File: src/rtl/accu_arbiter_if.sv
// Core-request / accumulator / RAM bus for accu_arbiter.
// The slave view belongs to the arbiter, and the master view belongs to the cores and RAM side.
interface accu_arbiter_if;
    logic [3:0]  REQ;
    logic [7:0]  REQ_OP;
    logic [31:0] REQ_ARG;
    logic [31:0] REQ_ADDR;
    logic        RAM_VALID;
    logic        ACCUA_WE;
    logic [1:0]  ACCUA_OPCode;
    logic [7:0]  ACCUA_ArgToSet;
    logic        RAM_RE;
    logic [7:0]  RAM_ADDR;
    logic [3:0]  GNT;
    logic [3:0]  ACK;
    logic        ERR;
    logic        BUSY;

    modport slave (
        input  REQ, REQ_OP, REQ_ARG, REQ_ADDR, RAM_VALID,
        output ACCUA_WE, ACCUA_OPCode, ACCUA_ArgToSet, RAM_RE, RAM_ADDR,
               GNT, ACK, ERR, BUSY
    );

    modport master (
        output REQ, REQ_OP, REQ_ARG, REQ_ADDR, RAM_VALID,
        input  ACCUA_WE, ACCUA_OPCode, ACCUA_ArgToSet, RAM_RE, RAM_ADDR,
               GNT, ACK, ERR, BUSY
    );
endinterface

File: src/rtl/accu_arbiter.sv
// Round-robin arbiter that lets four cores share one accumulator write port and one RAM read port.
// Outputs are registered when a state is entered, so each output lines up with its state cycle.
module accu_arbiter #(
    parameter int RAM_TIMEOUT = 15
) (
    input  logic           CLK,
    input  logic           RST,
    accu_arbiter_if.slave  bus
);
    typedef enum logic [1:0] {IDLE, ISSUE, RAM_WAIT, WRITE} state_t;

    localparam logic [1:0] OP_IMM = 2'b00;
    localparam logic [1:0] OP_RAM = 2'b01;
    localparam logic [1:0] OP_ILL = 2'b11;
    localparam logic [3:0] TMO    = 4'(RAM_TIMEOUT);

    state_t     state;
    logic [1:0] ptr, owner, op_l, sel;
    logic [7:0] arg_l, addr_l;
    logic [3:0] cnt;
    logic       sel_vld, exit_now;

    logic       we_q, re_q, err_q;
    logic [1:0] opc_q;
    logic [7:0] arg_q, raddr_q;
    logic [3:0] gnt_q, ack_q;

    logic [3:0][1:0] op_a;
    logic [3:0][7:0] arg_a, addr_a;
    assign op_a   = bus.REQ_OP;
    assign arg_a  = bus.REQ_ARG;
    assign addr_a = bus.REQ_ADDR;

    // The loop runs from the farthest offset down to the nearest one.
    // The nearest requester at or after ptr is written last, so it wins.
    always_comb begin
        sel     = ptr;
        sel_vld = 1'b0;
        for (int i = 3; i >= 0; i--) begin
            if (bus.REQ[ptr + 2'(i)]) begin
                sel     = ptr + 2'(i);
                sel_vld = 1'b1;
            end
        end
    end

    // A timeout ACK is raised when the counter steps to TMO.
    // The arbiter leaves in that ACK cycle, so it ignores RAM_VALID there.
    assign exit_now = (state == WRITE) ||
                      (state == ISSUE && op_l == OP_ILL) ||
                      (state == RAM_WAIT && cnt == TMO);

    always_ff @(posedge CLK) begin
        if (RST) begin
            state   <= IDLE;
            ptr     <= '0;
            owner   <= '0;
            op_l    <= '0;
            arg_l   <= '0;
            addr_l  <= '0;
            cnt     <= '0;
            we_q    <= 1'b0;
            opc_q   <= '0;
            arg_q   <= '0;
            re_q    <= 1'b0;
            raddr_q <= '0;
            gnt_q   <= '0;
            ack_q   <= '0;
            err_q   <= 1'b0;
        end else begin
            we_q    <= 1'b0;
            opc_q   <= '0;
            arg_q   <= '0;
            re_q    <= 1'b0;
            raddr_q <= '0;
            ack_q   <= '0;
            err_q   <= 1'b0;
            case (state)
                IDLE: if (sel_vld) begin
                    state  <= ISSUE;
                    owner  <= sel;
                    op_l   <= op_a[sel];
                    arg_l  <= arg_a[sel];
                    addr_l <= addr_a[sel];
                    gnt_q  <= 4'b0001 << sel;
                    if (op_a[sel] == OP_RAM) begin
                        re_q    <= 1'b1;
                        raddr_q <= addr_a[sel];
                    end
                    if (op_a[sel] == OP_ILL) begin
                        ack_q <= 4'b0001 << sel;
                        err_q <= 1'b1;
                    end
                end
                ISSUE: begin
                    cnt <= '0;
                    if (op_l == OP_RAM) begin
                        state <= RAM_WAIT;
                    end else if (op_l != OP_ILL) begin
                        state <= WRITE;
                        we_q  <= 1'b1;
                        opc_q <= op_l;
                        arg_q <= arg_l;
                        ack_q <= gnt_q;
                    end
                end
                RAM_WAIT: if (!exit_now) begin
                    if (bus.RAM_VALID) begin
                        state <= WRITE;
                        we_q  <= 1'b1;
                        opc_q <= op_l;
                        arg_q <= arg_l;
                        ack_q <= gnt_q;
                    end else begin
                        cnt <= cnt + 4'd1;
                        if (cnt + 4'd1 == TMO) begin
                            ack_q <= gnt_q;
                            err_q <= 1'b1;
                        end
                    end
                end
                default: ;
            endcase
            if (exit_now) begin
                state <= IDLE;
                gnt_q <= '0;
                cnt   <= '0;
                ptr   <= owner + 2'd1;
            end
        end
    end

    assign bus.ACCUA_WE       = we_q;
    assign bus.ACCUA_OPCode   = opc_q;
    assign bus.ACCUA_ArgToSet = arg_q;
    assign bus.RAM_RE         = re_q;
    assign bus.RAM_ADDR       = raddr_q;
    assign bus.GNT            = gnt_q;
    assign bus.ACK            = ack_q;
    assign bus.ERR            = err_q;
    assign bus.BUSY           = (state != IDLE);
endmodule

File: src/flat_wrapper.sv
// flat-port wrapper written by rule: the top's interface ports become plain ports
module accu_arbiter_flat 
#(
    parameter int RAM_TIMEOUT = 15
)
  (CLK, RST, bus_REQ, bus_REQ_OP, bus_REQ_ARG, bus_REQ_ADDR, bus_RAM_VALID, bus_ACCUA_WE, bus_ACCUA_OPCode, bus_ACCUA_ArgToSet, bus_RAM_RE, bus_RAM_ADDR, bus_GNT, bus_ACK, bus_ERR, bus_BUSY);
  accu_arbiter_if bus_i ();
  input  logic CLK;
  input  logic RST;
  input wire logic [$bits(bus_i.REQ)-1:0] bus_REQ;
  input wire logic [$bits(bus_i.REQ_OP)-1:0] bus_REQ_OP;
  input wire logic [$bits(bus_i.REQ_ARG)-1:0] bus_REQ_ARG;
  input wire logic [$bits(bus_i.REQ_ADDR)-1:0] bus_REQ_ADDR;
  input wire logic [$bits(bus_i.RAM_VALID)-1:0] bus_RAM_VALID;
  output wire logic [$bits(bus_i.ACCUA_WE)-1:0] bus_ACCUA_WE;
  output wire logic [$bits(bus_i.ACCUA_OPCode)-1:0] bus_ACCUA_OPCode;
  output wire logic [$bits(bus_i.ACCUA_ArgToSet)-1:0] bus_ACCUA_ArgToSet;
  output wire logic [$bits(bus_i.RAM_RE)-1:0] bus_RAM_RE;
  output wire logic [$bits(bus_i.RAM_ADDR)-1:0] bus_RAM_ADDR;
  output wire logic [$bits(bus_i.GNT)-1:0] bus_GNT;
  output wire logic [$bits(bus_i.ACK)-1:0] bus_ACK;
  output wire logic [$bits(bus_i.ERR)-1:0] bus_ERR;
  output wire logic [$bits(bus_i.BUSY)-1:0] bus_BUSY;
  assign bus_i.REQ = bus_REQ;
  assign bus_i.REQ_OP = bus_REQ_OP;
  assign bus_i.REQ_ARG = bus_REQ_ARG;
  assign bus_i.REQ_ADDR = bus_REQ_ADDR;
  assign bus_i.RAM_VALID = bus_RAM_VALID;
  assign bus_ACCUA_WE = bus_i.ACCUA_WE;
  assign bus_ACCUA_OPCode = bus_i.ACCUA_OPCode;
  assign bus_ACCUA_ArgToSet = bus_i.ACCUA_ArgToSet;
  assign bus_RAM_RE = bus_i.RAM_RE;
  assign bus_RAM_ADDR = bus_i.RAM_ADDR;
  assign bus_GNT = bus_i.GNT;
  assign bus_ACK = bus_i.ACK;
  assign bus_ERR = bus_i.ERR;
  assign bus_BUSY = bus_i.BUSY;
  accu_arbiter #(.RAM_TIMEOUT(RAM_TIMEOUT)) u_core (.CLK(CLK), .RST(RST), .bus(bus_i));
endmodule
File: config.mk
export PLATFORM = sky130hd
export DESIGN_NAME = accu_arbiter_flat
export DESIGN_NICKNAME = d
export VERILOG_FILES = /design/src/rtl/accu_arbiter_if.sv /design/src/rtl/accu_arbiter.sv /design/src/flat_wrapper.sv
export SDC_FILE = /design/constraint.sdc
export NUM_CORES = 1
export LEC_CHECK = 0
export ABC_AREA = 1
export BUFFER_PORTS_ARGS = -buffer_cell sky130_fd_sc_hd__buf_2
export CAP_MARGIN = 20
export CORE_MARGIN = 2
export CORE_UTILIZATION = 52
export DETAILED_ROUTE_END_ITERATION = 10
export PLACE_DENSITY = 0.85
export SYNTH_ARGS = -nofsm -noshare
export SYNTH_HDL_FRONTEND = slang
export SYNTH_SLANG_ARGS = --single-unit
export TNS_END_PERCENT = 20
File: constraint.sdc
create_clock -name CLK -period 2.9 [get_ports CLK]
set_clock_uncertainty 0.15 [all_clocks]
set_input_delay 0.58 -clock CLK [delete_from_list [all_inputs] [get_ports CLK]]
set_output_delay 0.58 -clock CLK [all_outputs]
set_load 0.02 [all_outputs]
==> summary.txt <==
status -> finished clean
Setup Fix Bufs, Post-CTS -> 0
Initial DRC Count -> 204
Starting Density -> 53.0%
sequential area share after synthesis -> 36.9%
storage element area -> 981 sq um
Avg Cell Area, Syn -> 6.80 sq um
via count -> 2770
Syn-to-layout area delta -> 24.2%
die width -> 75.5 microns
DIE AREA -> 0.00570 sq mm
multi-input logic area -> 0.00137 sq mm
fin crit share -> 86.9%
grt ovf -> 0
Critical Path RT -> 2.94 ns
Hold Crit Start -> u_core.arg_l[3]
Die Y -> 75.5 microns
Tot GR Track Use -> 23.2%
CTS resizes -> 0
dpl cells -> 559
IO Pins -> 109
CTS Buffer Depth -> 2
Post-Synth XOR/XNOR Area -> 0.989%
Pwr Density -> 869 mW/mm^2
fmax -> 397 MHz
first-pass GRT wire length -> 10.2 mm
fin crit period -> 2.52 ns
Final ANT Viol Nets -> 0
Final HPWL DP -> 5.15 mm
Synth Area in Simple Gates -> 36.4%
routability cong. -> 0.819
commonest register cell after synthesis -> dfxtp_1
mux share of post-synthesis cell area -> 0%
critical-path maximum fanout -> 11
post-route met1 wirelength -> 2.84 mm
H-tree depth -> 2
Critical Path Start -> u_core.ptr[0]
syn_nets -> 477
filler cell count -> 476
Tightest Pin Transition -> 0.480 ns
Slew Viols, Final -> 0
Synth Area in Compound Gates -> 10.9%
latest clock arrival within the worst-skew pair -> 0.31 ns
worst vdd ir -> 408 uV
layout cells sized above 1 -> 29.4%
final setup fails -> 0
IO buf count -> 108
met2 WL post-DR -> 3.34 mm
Clk pin slew, worst setup/hold paths -> 0.09 ns
TritonCTS clock tree -> done
final hold violation count -> 0
post-route insts no fill -> 567
ant diodes -> 0
CTS Hold Buffers Added -> 0
Routed WL per cell -> 11.7 microns
initial antenna violation count -> 0
Nets -> 582
RSZ-0062 raised after global routing -> false
DR vias/cell -> 4.89
Final Util -> 65.9%
Root Driver -> clkbuf_8
Hold Path Class -> register to register
# DRC -> 0
Async SR Flop Fraction -> 0%
top layer in use -> met4
Startpoint Class -> register
Synth Instances -> 391
final WL -> 6.65 mm
CTS Buf Count -> 5
# clock sinks -> 49
Post-Syn Area -> 0.00266 sq mm
adder-cell share of the synthesized area -> 3.30%
routed wl met3 -> 390 microns
Fin Setup TNS -> 0 ns
# rows -> 26
number of global-route vias before repair -> 2384
1st-pass router iterations -> 4
Synth cell types -> 33
YS warnings -> 0
Reg2Reg Launch Point -> u_core.ptr[0]
largest family of logic cells by synthesized area -> simple AND/OR/NAND/NOR gates
Worst Path Arrival -> 2.56 ns
leakage -> 0.00172 uW
synthesized flop and latch total -> 49
largest net degree at the start of global routing -> 17
Setup CP Type -> register to register
Core Area -> 0.00501 sq mm
Post-synth EDFFs -> 0
Max Cap Violations -> 0
crit end category -> register
Max-Slew Margin vs Limit -> 67.9%
## state kept, by name, indices dropped and copies added (netlist names)
register,count
u_core.arg_l,8
u_core.bus.ACCUA_ArgToSet,8
u_core.bus.RAM_ADDR,8
u_core.bus.ACK,4
u_core.bus.GNT,4
u_core.cnt,4
u_core.bus.ACCUA_OPCode,2
u_core.op_l,2
u_core.owner,2
u_core.ptr,2
u_core.state,2
u_core.bus.ACCUA_WE,1
u_core.bus.ERR,1
u_core.bus.RAM_RE,1
## metal layers
metal,vias to the layer above,GRT usage (%)
met4,0,6.63
met3,8,5.82
met1,1244,28.7
met5,-,0
met2,77,40.0
li1,1441,-
## cell families after synthesis
| kind of cell | after synthesis |
|---|---|
| and+or+nand+nor | 208 |
| buffers and inverters | 70 |
| AOI/OAI and AO/OA | 54 |
| DFF | 49 |
| adders and majority gates | 7 |
| xor gates and xnor gates | 3 |
## critical path: stages, from the launching register on
cell	delay, ns
dfxtp_1	0.63
nand2_1	0.14
nand3_1	0.16
nand2_1	0.09
inv_2	0.13
nand2_1	0.07
nor3_1	0.20
or2_1	0.36
buf_4	0.23
nor2_1	0.07
a21oi_1	0.13
nor2_1	0.05
## layout make-up
type	count	share of cell area, %
Timing Repair Buffer	109	16.6
Sequential cell	49	29.7
Multi-Input combinational cell	272	41.5
Tap cell	70	2.65
Inverter	59	6.86
Clock buffer	5	2.08
Clock inverter	3	0.531
## through the flow
stage / total power [uW] / hold slack, ns / setup slack, ns / cell area, sq um
floorplan: 2150 / 0.255 / 0.772 / 2660
global placement: 2440 / 0.273 / 0.472 / 3210
detailed placement: 2470 / 0.270 / 0.332 / 3210
CTS: 2870 / 0.284 / 0.394 / 3300
global route: 3120 / 0.301 / 0.108 / 3300
finish: 2870 / 0.288 / 0.380 / 3300
## synthesized netlist by cell type, types with 2 or more instances
| master | instances | share of area [%] |
|---|---|---|
| nand2_1 | 110 | 16 |
| inv_1 | 50 | 7.1 |
| dfxtp_1 | 49 | 37 |
| a21oi_1 | 37 | 7.0 |
| nor2_1 | 36 | 5.1 |
| nand3_1 | 28 | 5.3 |
| o21ai_0 | 8 | 1.5 |
| ha_1 | 7 | 3.3 |
| inv_2 | 7 | 0.99 |
| nand4_1 | 7 | 1.6 |
| nand2_4 | 6 | 2.5 |
| nand2_2 | 5 | 1.2 |
| nor3_1 | 5 | 0.94 |
| or2_2 | 4 | 0.94 |
| a31oi_1 | 3 | 0.71 |
| buf_2 | 3 | 0.56 |
| buf_4 | 3 | 0.85 |
| buf_6 | 3 | 1.3 |
| nor2_4 | 3 | 1.3 |
| clkbuf_1 | 2 | 0.28 |
| o31ai_1 | 2 | 0.56 |
| xor2_1 | 2 | 0.66 |
## cell usage in the layout, fill, tap and decap left out, drive strengths merged
cell type and n:
a21boi 1, nor3b 1, or2 5, o31ai 2, nand4 8, o21ai 9, a31oi 3, nor2 39
dfxtp 49, clkbuf 5, nand2 121, xor2 2, xnor2 1, o21bai 1, buf 109, nor3 5
nand3 29, inv 58, clkinvlp 1, a211oi 1, a21oi 37, ha 7, clkinv 3
## final timing paths
| kind | endpoint | depth (start not counted) | slack, ns |
|---|---|---|---|
| hold / removal | u_core.bus.ACCUA_ArgToSet[3] | 2 | 0.29 |
| hold reg to reg | u_core.bus.ACCUA_ArgToSet[3] | 2 | 0.29 |
| setup / recovery | u_core.bus.GNT[3] | 11 | 0.38 |
| setup reg to reg | u_core.bus.GNT[3] | 11 | 0.38 |
## where the power goes
| part | switching (uW) | internal, uW |
|---|---|---|
| sequential | 99.8 | 834 |
| combinational | 1040 | 500 |
| clock | 229 | 167 |
| total | 1370 | 1500 |
No activity file was read; power rests on OpenSTA's default activity.
